==> src/rtl/stepper_phase_sequencer_if.sv <==
// Move-command channel for the stepper phase sequencer.
// The master issues direction/step-count commands and abort; the slave reports ready.
interface stepper_phase_sequencer_if #(
    parameter int STEP_W = 16
);
    logic              cmd_valid;
    logic              cmd_ready;
    logic              cmd_dir;
    logic [STEP_W-1:0] cmd_steps;
    logic              abort;

    modport master (
        output cmd_valid,
        output cmd_dir,
        output cmd_steps,
        output abort,
        input  cmd_ready
    );

    modport slave (
        input  cmd_valid,
        input  cmd_dir,
        input  cmd_steps,
        input  abort,
        output cmd_ready
    );
endinterface

==> src/rtl/stepper_phase_sequencer.sv <==
// Stepper coil sequencer: runs move commands on divided step-clock edges,
// tracks absolute position, holds coils after a move, then releases them.
module stepper_phase_sequencer #(
    parameter bit          HALF_STEP  = 1'b0,
    parameter int unsigned HOLD_STEPS = 16,
    parameter int          STEP_W     = 16,
    parameter int          POS_W      = 32
) (
    input  logic                   clk,
    input  logic                   reset_reset,
    input  logic                   step_clk,
    stepper_phase_sequencer_if.slave cmd,
    output logic [3:0]             coil,
    output logic                   busy,
    output logic                   done,
    output logic                   aborted,
    output logic signed [POS_W-1:0] position
);

    typedef enum logic [1:0] {
        IDLE = 2'd0,
        RUN  = 2'd1,
        HOLD = 2'd2
    } state_t;

    localparam logic [2:0]  IDX_MASK = HALF_STEP ? 3'd7 : 3'd3;
    localparam logic [31:0] HOLD_LIM = 32'(HOLD_STEPS);

    state_t            state;
    logic [2:0]        idx;
    logic [STEP_W-1:0] remaining;
    logic [31:0]       hold_cnt;
    logic              dir;
    logic              step_q;

    logic       edge_det;
    logic       accept;
    logic [2:0] idx_step;
    logic [31:0] hold_inc;

    function automatic logic [3:0] phase_of(input logic [2:0] i);
        logic [3:0] p;
        p = 4'b0000;
        if (HALF_STEP) begin
            unique case (i)
                3'd0: p = 4'b1000;
                3'd1: p = 4'b1100;
                3'd2: p = 4'b0100;
                3'd3: p = 4'b0110;
                3'd4: p = 4'b0010;
                3'd5: p = 4'b0011;
                3'd6: p = 4'b0001;
                3'd7: p = 4'b1001;
                default: p = 4'b0000;
            endcase
        end else begin
            unique case (i[1:0])
                2'd0: p = 4'b1100;
                2'd1: p = 4'b0110;
                2'd2: p = 4'b0011;
                2'd3: p = 4'b1001;
                default: p = 4'b0000;
            endcase
        end
        return p;
    endfunction

    assign edge_det      = step_clk & ~step_q;
    assign cmd.cmd_ready = ~reset_reset & (state != RUN);
    assign accept        = cmd.cmd_valid & cmd.cmd_ready;
    assign hold_inc      = hold_cnt + 32'd1;

    // Index wraps inside the active table length in both directions.
    always_comb begin
        idx_step = 3'd0;
        if (dir) idx_step = (idx + 3'd1) & IDX_MASK;
        else     idx_step = (idx - 3'd1) & IDX_MASK;
    end

    always_ff @(posedge clk) begin
        if (reset_reset) begin
            state     <= IDLE;
            idx       <= 3'd0;
            remaining <= '0;
            hold_cnt  <= 32'd0;
            dir       <= 1'b0;
            step_q    <= 1'b0;
            coil      <= 4'b0000;
            busy      <= 1'b0;
            done      <= 1'b0;
            aborted   <= 1'b0;
            position  <= '0;
        end else begin
            step_q  <= step_clk;
            done    <= 1'b0;
            aborted <= 1'b0;
            // A new command wins over abort; the edge of the accept cycle is dropped.
            if (accept) begin
                coil     <= phase_of(idx);
                hold_cnt <= 32'd0;
                if (cmd.cmd_steps == '0) begin
                    state <= HOLD;
                    busy  <= 1'b0;
                    done  <= 1'b1;
                end else begin
                    state     <= RUN;
                    busy      <= 1'b1;
                    remaining <= cmd.cmd_steps;
                    dir       <= cmd.cmd_dir;
                end
            end else begin
                unique case (state)
                    IDLE: begin
                        coil <= 4'b0000;
                        busy <= 1'b0;
                    end
                    RUN: begin
                        if (cmd.abort) begin
                            state     <= HOLD;
                            busy      <= 1'b0;
                            remaining <= '0;
                            hold_cnt  <= 32'd0;
                            done      <= 1'b1;
                            aborted   <= 1'b1;
                        end else if (edge_det) begin
                            idx       <= idx_step;
                            coil      <= phase_of(idx_step);
                            remaining <= remaining - STEP_W'(1);
                            if (dir) position <= position + POS_W'(1);
                            else     position <= position - POS_W'(1);
                            if (remaining == STEP_W'(1)) begin
                                state    <= HOLD;
                                busy     <= 1'b0;
                                hold_cnt <= 32'd0;
                                done     <= 1'b1;
                            end
                        end
                    end
                    HOLD: begin
                        if (cmd.abort) begin
                            state <= IDLE;
                            coil  <= 4'b0000;
                        end else if (edge_det) begin
                            hold_cnt <= hold_inc;
                            if ((HOLD_LIM != 32'd0) && (hold_inc == HOLD_LIM)) begin
                                state <= IDLE;
                                coil  <= 4'b0000;
                            end
                        end
                    end
                    default: begin
                        state <= IDLE;
                        coil  <= 4'b0000;
                        busy  <= 1'b0;
                    end
                endcase
            end
        end
    end

endmodule
==> src/flat_wrapper.sv <==
// flat-port wrapper written by rule: the top's interface ports become plain ports
module stepper_phase_sequencer_flat 
#(
    parameter bit          HALF_STEP  = 1'b0,
    parameter int unsigned HOLD_STEPS = 16,
    parameter int          STEP_W     = 16,
    parameter int          POS_W      = 32
)
  (clk, reset_reset, step_clk, coil, busy, done, aborted, position, cmd_cmd_valid, cmd_cmd_dir, cmd_cmd_steps, cmd_abort, cmd_cmd_ready);
  stepper_phase_sequencer_if #(.STEP_W(STEP_W)) cmd_i ();
  input  logic clk;
  input  logic reset_reset;
  input  logic step_clk;
  output logic [3:0] coil;
  output logic busy;
  output logic done;
  output logic aborted;
  output logic signed [POS_W-1:0] position;
  input wire logic [$bits(cmd_i.cmd_valid)-1:0] cmd_cmd_valid;
  input wire logic [$bits(cmd_i.cmd_dir)-1:0] cmd_cmd_dir;
  input wire logic [$bits(cmd_i.cmd_steps)-1:0] cmd_cmd_steps;
  input wire logic [$bits(cmd_i.abort)-1:0] cmd_abort;
  output wire logic [$bits(cmd_i.cmd_ready)-1:0] cmd_cmd_ready;
  assign cmd_i.cmd_valid = cmd_cmd_valid;
  assign cmd_i.cmd_dir = cmd_cmd_dir;
  assign cmd_i.cmd_steps = cmd_cmd_steps;
  assign cmd_i.abort = cmd_abort;
  assign cmd_cmd_ready = cmd_i.cmd_ready;
  stepper_phase_sequencer #(.HALF_STEP(HALF_STEP), .HOLD_STEPS(HOLD_STEPS), .STEP_W(STEP_W), .POS_W(POS_W)) u_core (.clk(clk), .reset_reset(reset_reset), .step_clk(step_clk), .cmd(cmd_i), .coil(coil), .busy(busy), .done(done), .aborted(aborted), .position(position));
endmodule
==> config.mk <==
export PLATFORM = sky130hd
export DESIGN_NAME = stepper_phase_sequencer_flat
export DESIGN_NICKNAME = d
export VERILOG_FILES = /design/src/rtl/stepper_phase_sequencer_if.sv /design/src/rtl/stepper_phase_sequencer.sv /design/src/flat_wrapper.sv
export SDC_FILE = /design/constraint.sdc
export NUM_CORES = 1
export LEC_CHECK = 0
export ABC_AREA = 1
export CAP_MARGIN = 10
export CORE_MARGIN = 2
export CORE_UTILIZATION = 45
export DETAILED_ROUTE_END_ITERATION = 10
export PLACE_DENSITY_LB_ADDON = 0.05
export SLEW_MARGIN = 20
export SYNTH_ARGS = -nofsm -noshare
export SYNTH_HDL_FRONTEND = slang
export SYNTH_SLANG_ARGS = --single-unit
==> constraint.sdc <==
create_clock -name clk -period 3.55 [get_ports clk]
set_clock_uncertainty 0.2 [all_clocks]
set_input_delay 0.355 -clock clk [delete_from_list [all_inputs] [get_ports clk]]
set_output_delay 0.355 -clock clk [all_outputs]
set_load 0.05 [all_outputs]
* After elaboration in Yosys (flattened, before gate mapping)
Index checks and enable logic that the tools add are counted.
** Storage, ports and cells
- Flip-flop bits (word level) :: 93
- Latch bits :: 0
- Bits in writable memories :: 0
- Bits in read-only memories :: 0
- Bits of input ports :: 22
- Output and inout bits :: 40
- Logic and storage cells :: 110
- Memories kept :: 0
** Cells by class
- $add $sub $neg :: 6
- Multipliers :: 0
- Divide/modulo/power cells :: 0
- $lt $le $gt $ge :: 0
- Equal/unequal tests :: 24
- Shift-type cells :: 0
- Muxes and demuxes :: 44
- Bitwise logic cells :: 9
- Reductions and logical operators :: 16
** Operators by type and width (count)
- two-way mux 32 bit :: 6
- two-way mux 16 bit :: 5
- one-hot mux 32 bit (2 select lines) :: 1
- adder 32 x 1 -> 32 bit, second input constant :: 1
- adder 32 x 2 -> 32 bit, second input constant :: 1
- == test 32 x 5 -> 1 bit, second input constant :: 1
- one-hot mux 4 bit (4 select lines) :: 2
- subtractor 32 x 2 -> 32 bit, second input constant :: 1
- two-way mux 4 bit :: 6
- two-way mux 2 bit :: 9
- == test 16 x 1 -> 1 bit, second input constant :: 1
- logical NOT 16 bit :: 1
- != test 4 x 2 -> 1 bit, second input constant :: 4
- subtractor 16 x 1 -> 16 bit, second input constant :: 1
- two-way mux 1 bit :: 12
- == test 2 bit, second input constant :: 5
- AND reduction 5 bit :: 2
- != test 3 x 2 -> 1 bit, second input constant :: 3
- != test 2 x 1 -> 1 bit, second input constant :: 4
- one-hot mux 4 bit (2 select lines) :: 1
- AND reduction 4 bit :: 2
- == test 2 x 1 -> 1 bit, second input constant :: 3
- logical NOT 2 bit :: 3
- inverter 1 bit :: 6
- other kinds (13) :: 18

* Longest topological paths before layout
- Depth in word-level cells :: 8
- Depth in mapped cells :: 17
- Mapped depth without buffers :: 17

* Worst setup path after synthesis
OpenSTA, ideal clock, no wires.
- Path kind :: reg2reg
- Start :: register u_core.dir
- End :: register u_core.position[29]
- Data arrival time :: 2505 ps
- Required time :: 3235 ps
- Path slack :: 729 ps
- Stages on the path, launching flop included :: 13
- Path buffers :: 0
- Clock period less this slack :: 2821 ps
- Cells stage by stage :: dfxtp_1 -> inv_1 -> ha_1 -> a21oi_1 -> nand2_1 -> a21oi_1 -> o21ai_0 -> a21oi_1 -> inv_1 -> nand3_1 -> a21oi_1 -> o21ai_0 -> inv_1
** On the way
- Cells in the longest elaborated chain, start to end :: 1
** Ends and longest elaborated chain
- start: declaration :: line stepper_phase_sequencer.sv:33 : logic dir;
- start signal: assignment :: line stepper_phase_sequencer.sv:109 : dir <= cmd.cmd_dir;
- two-way mux 32 bit :: line stepper_phase_sequencer.sv:129 : if (dir) position <= position + POS_W'(1);
- end signal: assignment :: line stepper_phase_sequencer.sv:129
- end signal: assignment :: line stepper_phase_sequencer.sv:130 : else position <= position - POS_W'(1);
- end: declaration :: line stepper_phase_sequencer.sv:17 : output logic signed [POS_W-1:0] position
No other way between the ends.
A chain may end at the register's enable or synchronous reset.

* Worst setup path in the final report
- Start :: register u_core.dir
- End :: register u_core.position[17]
The elaborated chain is that of the path after synthesis.

==> results.py <==
metrics = {
    "status": {
        "outcome": "finished clean",
    },
    "yosys": {
        "synth_compound_area_frac": 0.207,
        "synth_fa_ha_area_frac": 0.0794,
        "synth_xor_area_frac": 0.0357,
        "synth_fp_nets": 1158,
        "synth-seq-cells": 93,
        "ys_seq_area_frac": 0.271,
        "syn_area_per_cell_um2": 6.29,
        "synthCells": 1093,
        "syn_area_mm2": 0.00687,
        "synth_top_family_by_area": "simple AND/OR/NAND/NOR gates",
        "synth_simple_gate_area_frac": 0.318,
        "synth.distinct_cells": 43,
        "synth_commonest_cells": "nand2_1, inv_1, nor2_1",
        "synth_async_sr_flop_share": 0,
        "ys_warn_count": 0,
        "synth.mux.area_fraction": 0,
        "synth_top_area_frac": 0.271,
        "synthFlopType": "dfxtp_1",
        "synth_area_leaders": "dfxtp_1, nand2_1, a21oi_1",
        "synth_edf_count": 0,
        "yosysMostFrequentCell": "nand2_1",
        "synth_top_cell_by_area": "dfxtp_1",
    },
    "pwr": {
        "p_comb_frac": 0.231,
        "netSwitchingFraction": 0.323,
        "peakVddDrop_mv": 0.295,
        "finalPower_mw": 2.85,
        "p_sw_mw": 0.919,
        "power.density_mw_per_mm2": 354,
        "seqPwrFrac": 0.389,
        "intPower_mw": 1.93,
        "clkPwrFrac": 0.380,
        "p_leak_nw": 3.57,
    },
    "global_routing": {
        "antenna_found_initial": 0,
        "grt_pass1_vias": 6427,
        "grt_pass1_wl_mm": 30.6,
        "grt_overflow": 0,
        "grt_max_degree": 51,
        "grt_use_total": 0.229,
    },
    "timing": {
        "drv_slew": 0,
        "fmax_mhz": 324,
        "tns_ps": 0,
        "hold_viol_final": 0,
        "finalSetupViolations": 0,
        "worstMarginPinSlew_ps": 965,
        "period_minus_slack_ps": 3080,
        "relSlewSlack": 0.356,
        "fin_crit_sh": 0.869,
        "timing.hold.ws_ps": 279,
        "rsz0062_at_grt": "false",
    },
    "setup_path": {
        "crit_slowest_cell": "inv_1",
        "start_kind": "flip-flop",
        "worstSetupPathType": "reg2reg",
        "crit_chain": "inv_1 -> ha_1 -> a21oi_1 -> nand2_1 -> a21oi_1 -> o21ai_0 -> a21oi_1 -> nor2_1 -> nor2_1 -> or2_2 -> nand3_1 -> nand2_1 -> inv_1",
        "critPathBufInv": 2,
        "arrival_ps": 3150,
        "r2r_cells": 13,
        "critPathMaxFanout": 16,
        "crit_end": "u_core.position[17]",
        "worstReg2RegStart": "u_core.dir",
        "path_delay_family": "compound AO/OA/AOI/OAI gates",
        "crit_start": "u_core.dir",
        "crit_path_max_incr_delay_ps": 460,
        "crit_top_cell": "a21oi_1",
        "worst_r2r_endpoint": "u_core.position[17]",
        "critPathCaptureType": "flip-flop",
        "critical_path_cell_count": 13,
        "r2r_setup_slack_ps": 470,
        "required_ps": 3610,
    },
    "cells_and_area": {
        "layout.nets": 1215,
        "drive_above_1_share": 0.0433,
        "fin_area_mm2": 0.00804,
        "fin_util": 0.533,
        "area_growth_pct": 17.0,
        "antenna-diode-count": 0,
    },
    "clocking": {
        "cts-buffers-inserted": 9,
        "clk_pin_slew_ps": 80,
        "cts_tree": "built",
        "worstSkewPairLatency_ps": 360,
        "ctsHoldBuffers": 0,
        "cts-root-buf": "clkbuf_16",
        "clock_sinks": 93,
        "clk_path_buf_depth": 2,
        "post_cts_buffers": 0,
        "cts_resized": 0,
        "ctsHtreeMaxLevel": 3,
    },
    "floorplan": {
        "core_mm2": 0.0151,
        "start_util": 0.455,
        "fp.dieW_um": 128,
        "rows": 45,
        "fp.dieArea_mm2": 0.0163,
        "ios": 62,
        "die_h_um": 128,
    },
    "place": {
        "dp_hpwl_mm": 13.7,
        "placed_area_mm2": 0.00772,
        "portBuffers": 61,
        "gp_congestion": 0.884,
    },
    "routing": {
        "routed_wl_mm": 18.1,
        "drtIter0Drc": 354,
        "route.detailed.drc": 0,
        "firstDrtPassIters": 5,
        "viasPerCell": 5.20,
        "vias": 6987,
        "wl_per_cell_um": 13.5,
        "postRouteAntennaNets": 0,
    },
    "hold_path": {
        "worstHoldPathType": "reg2reg",
    },
    "job": {
        "max_cap_viol_count": 0,
    },
}
[layer usage]
metal,vias to the layer above,part of all wire,track usage
li1,3701,-,-
met2,124,0.46,0.383
met1,3155,0.49,0.313
met5,-,0,0
met3,7,0.036,0.0410
met4,0,0.0072,0.0420
[stage by stage]
step	std cells	setup WS, ps
5_1_grt	1343	178
4_1_cts	1343	481
6_report	1343	465
3_3_place_gp	1327	530
2_1_floorplan	1093	729
3_5_place_dp	1327	499
[worst min-delay path by stage]
stage,end,startpoint,slack (ps),cells past startpoint
final,u_core.remaining[5],u_core.remaining[5],280,2
after detailed placement,u_core.remaining[5],u_core.remaining[5],270,2
after CTS,u_core.remaining[5],u_core.remaining[5],280,2
after global routing,u_core.busy,u_core.busy,320,2
after global placement,u_core.remaining[5],u_core.remaining[5],260,2
after floorplan,u_core.remaining[5],u_core.remaining[5],250,2
[power by group through the flow]
stage	Combinational (mW)	Sequential, mW	Clock (mW)
3_3_place_gp	0.651	1.13	0
2_1_floorplan	0.443	1.16	0
3_5_place_dp	0.652	1.13	0
5_1_grt	0.745	1.11	1.16
4_1_cts	0.655	1.11	1.11
6_report	0.657	1.11	1.08
[worst reg2reg max path, delay by kind of cell, from the launching register on]
kind	cells	cell delay [ps]
buffers and inverters	2	490
and+or+nand+nor	6	570
AOI/OAI and AO/OA	4	1000
DFF	1	340
adders and majority gates	1	400
[final cells by class]
| type | count | area, µm² |
|---|---|---|
| repair buffers | 72 | 706 |
| clock inverters | 7 | 97.6 |
| well taps | 188 | 235 |
| flip-flops and latches | 93 | 1860 |
| clock buffers | 9 | 225 |
| inverters | 135 | 507 |
| multi-input cells | 839 | 4410 |
| fillers | 1588 | 7050 |
[registers in the layout, summed over array words and instances, names as in the netlist]
register          count
u_core.idx            2
u_core.busy           1
u_core.dir            1
u_core.step_q         1
u_core.coil           4
u_core.aborted        1
u_core.hold_cnt      32
u_core.done           1
u_core.state          2
u_core.remaining     16
u_core.position      32
[cell families after synthesis]
| kind of cell | after synthesis |
|---|---|
| fa+ha+maj | 43 |
| buf+inv | 161 |
| compound gates | 251 |
| xor+xnor | 28 |
| simple gates | 517 |
| flops | 93 |
[cells in the final DEF (no fill, tap or decap), types with 2 or more instances in the layout]
master	n
a211oi_1	7
a21o_1	7
a21oi_1	110
a31oi_1	6
a32o_1	2
buf_4	10
bufinv_16	2
clkbuf_16	9
clkdlybuf4s50_1	61
clkinvlp_4	2
dfxtp_1	93
ha_1	42
inv_1	134
nand2_1	271
nand2_2	3
nand3_1	57
nand3b_1	13
nand4_1	10
nor2_1	129
nor2_2	10
nor2_4	3
nor3_1	9
nor4_1	5
o211ai_1	4
o21a_1	12
o21ai_0	76
o21bai_1	17
or2_2	3
xnor2_1	11
xor2_1	17
Power figures use the tool's default switching activity.
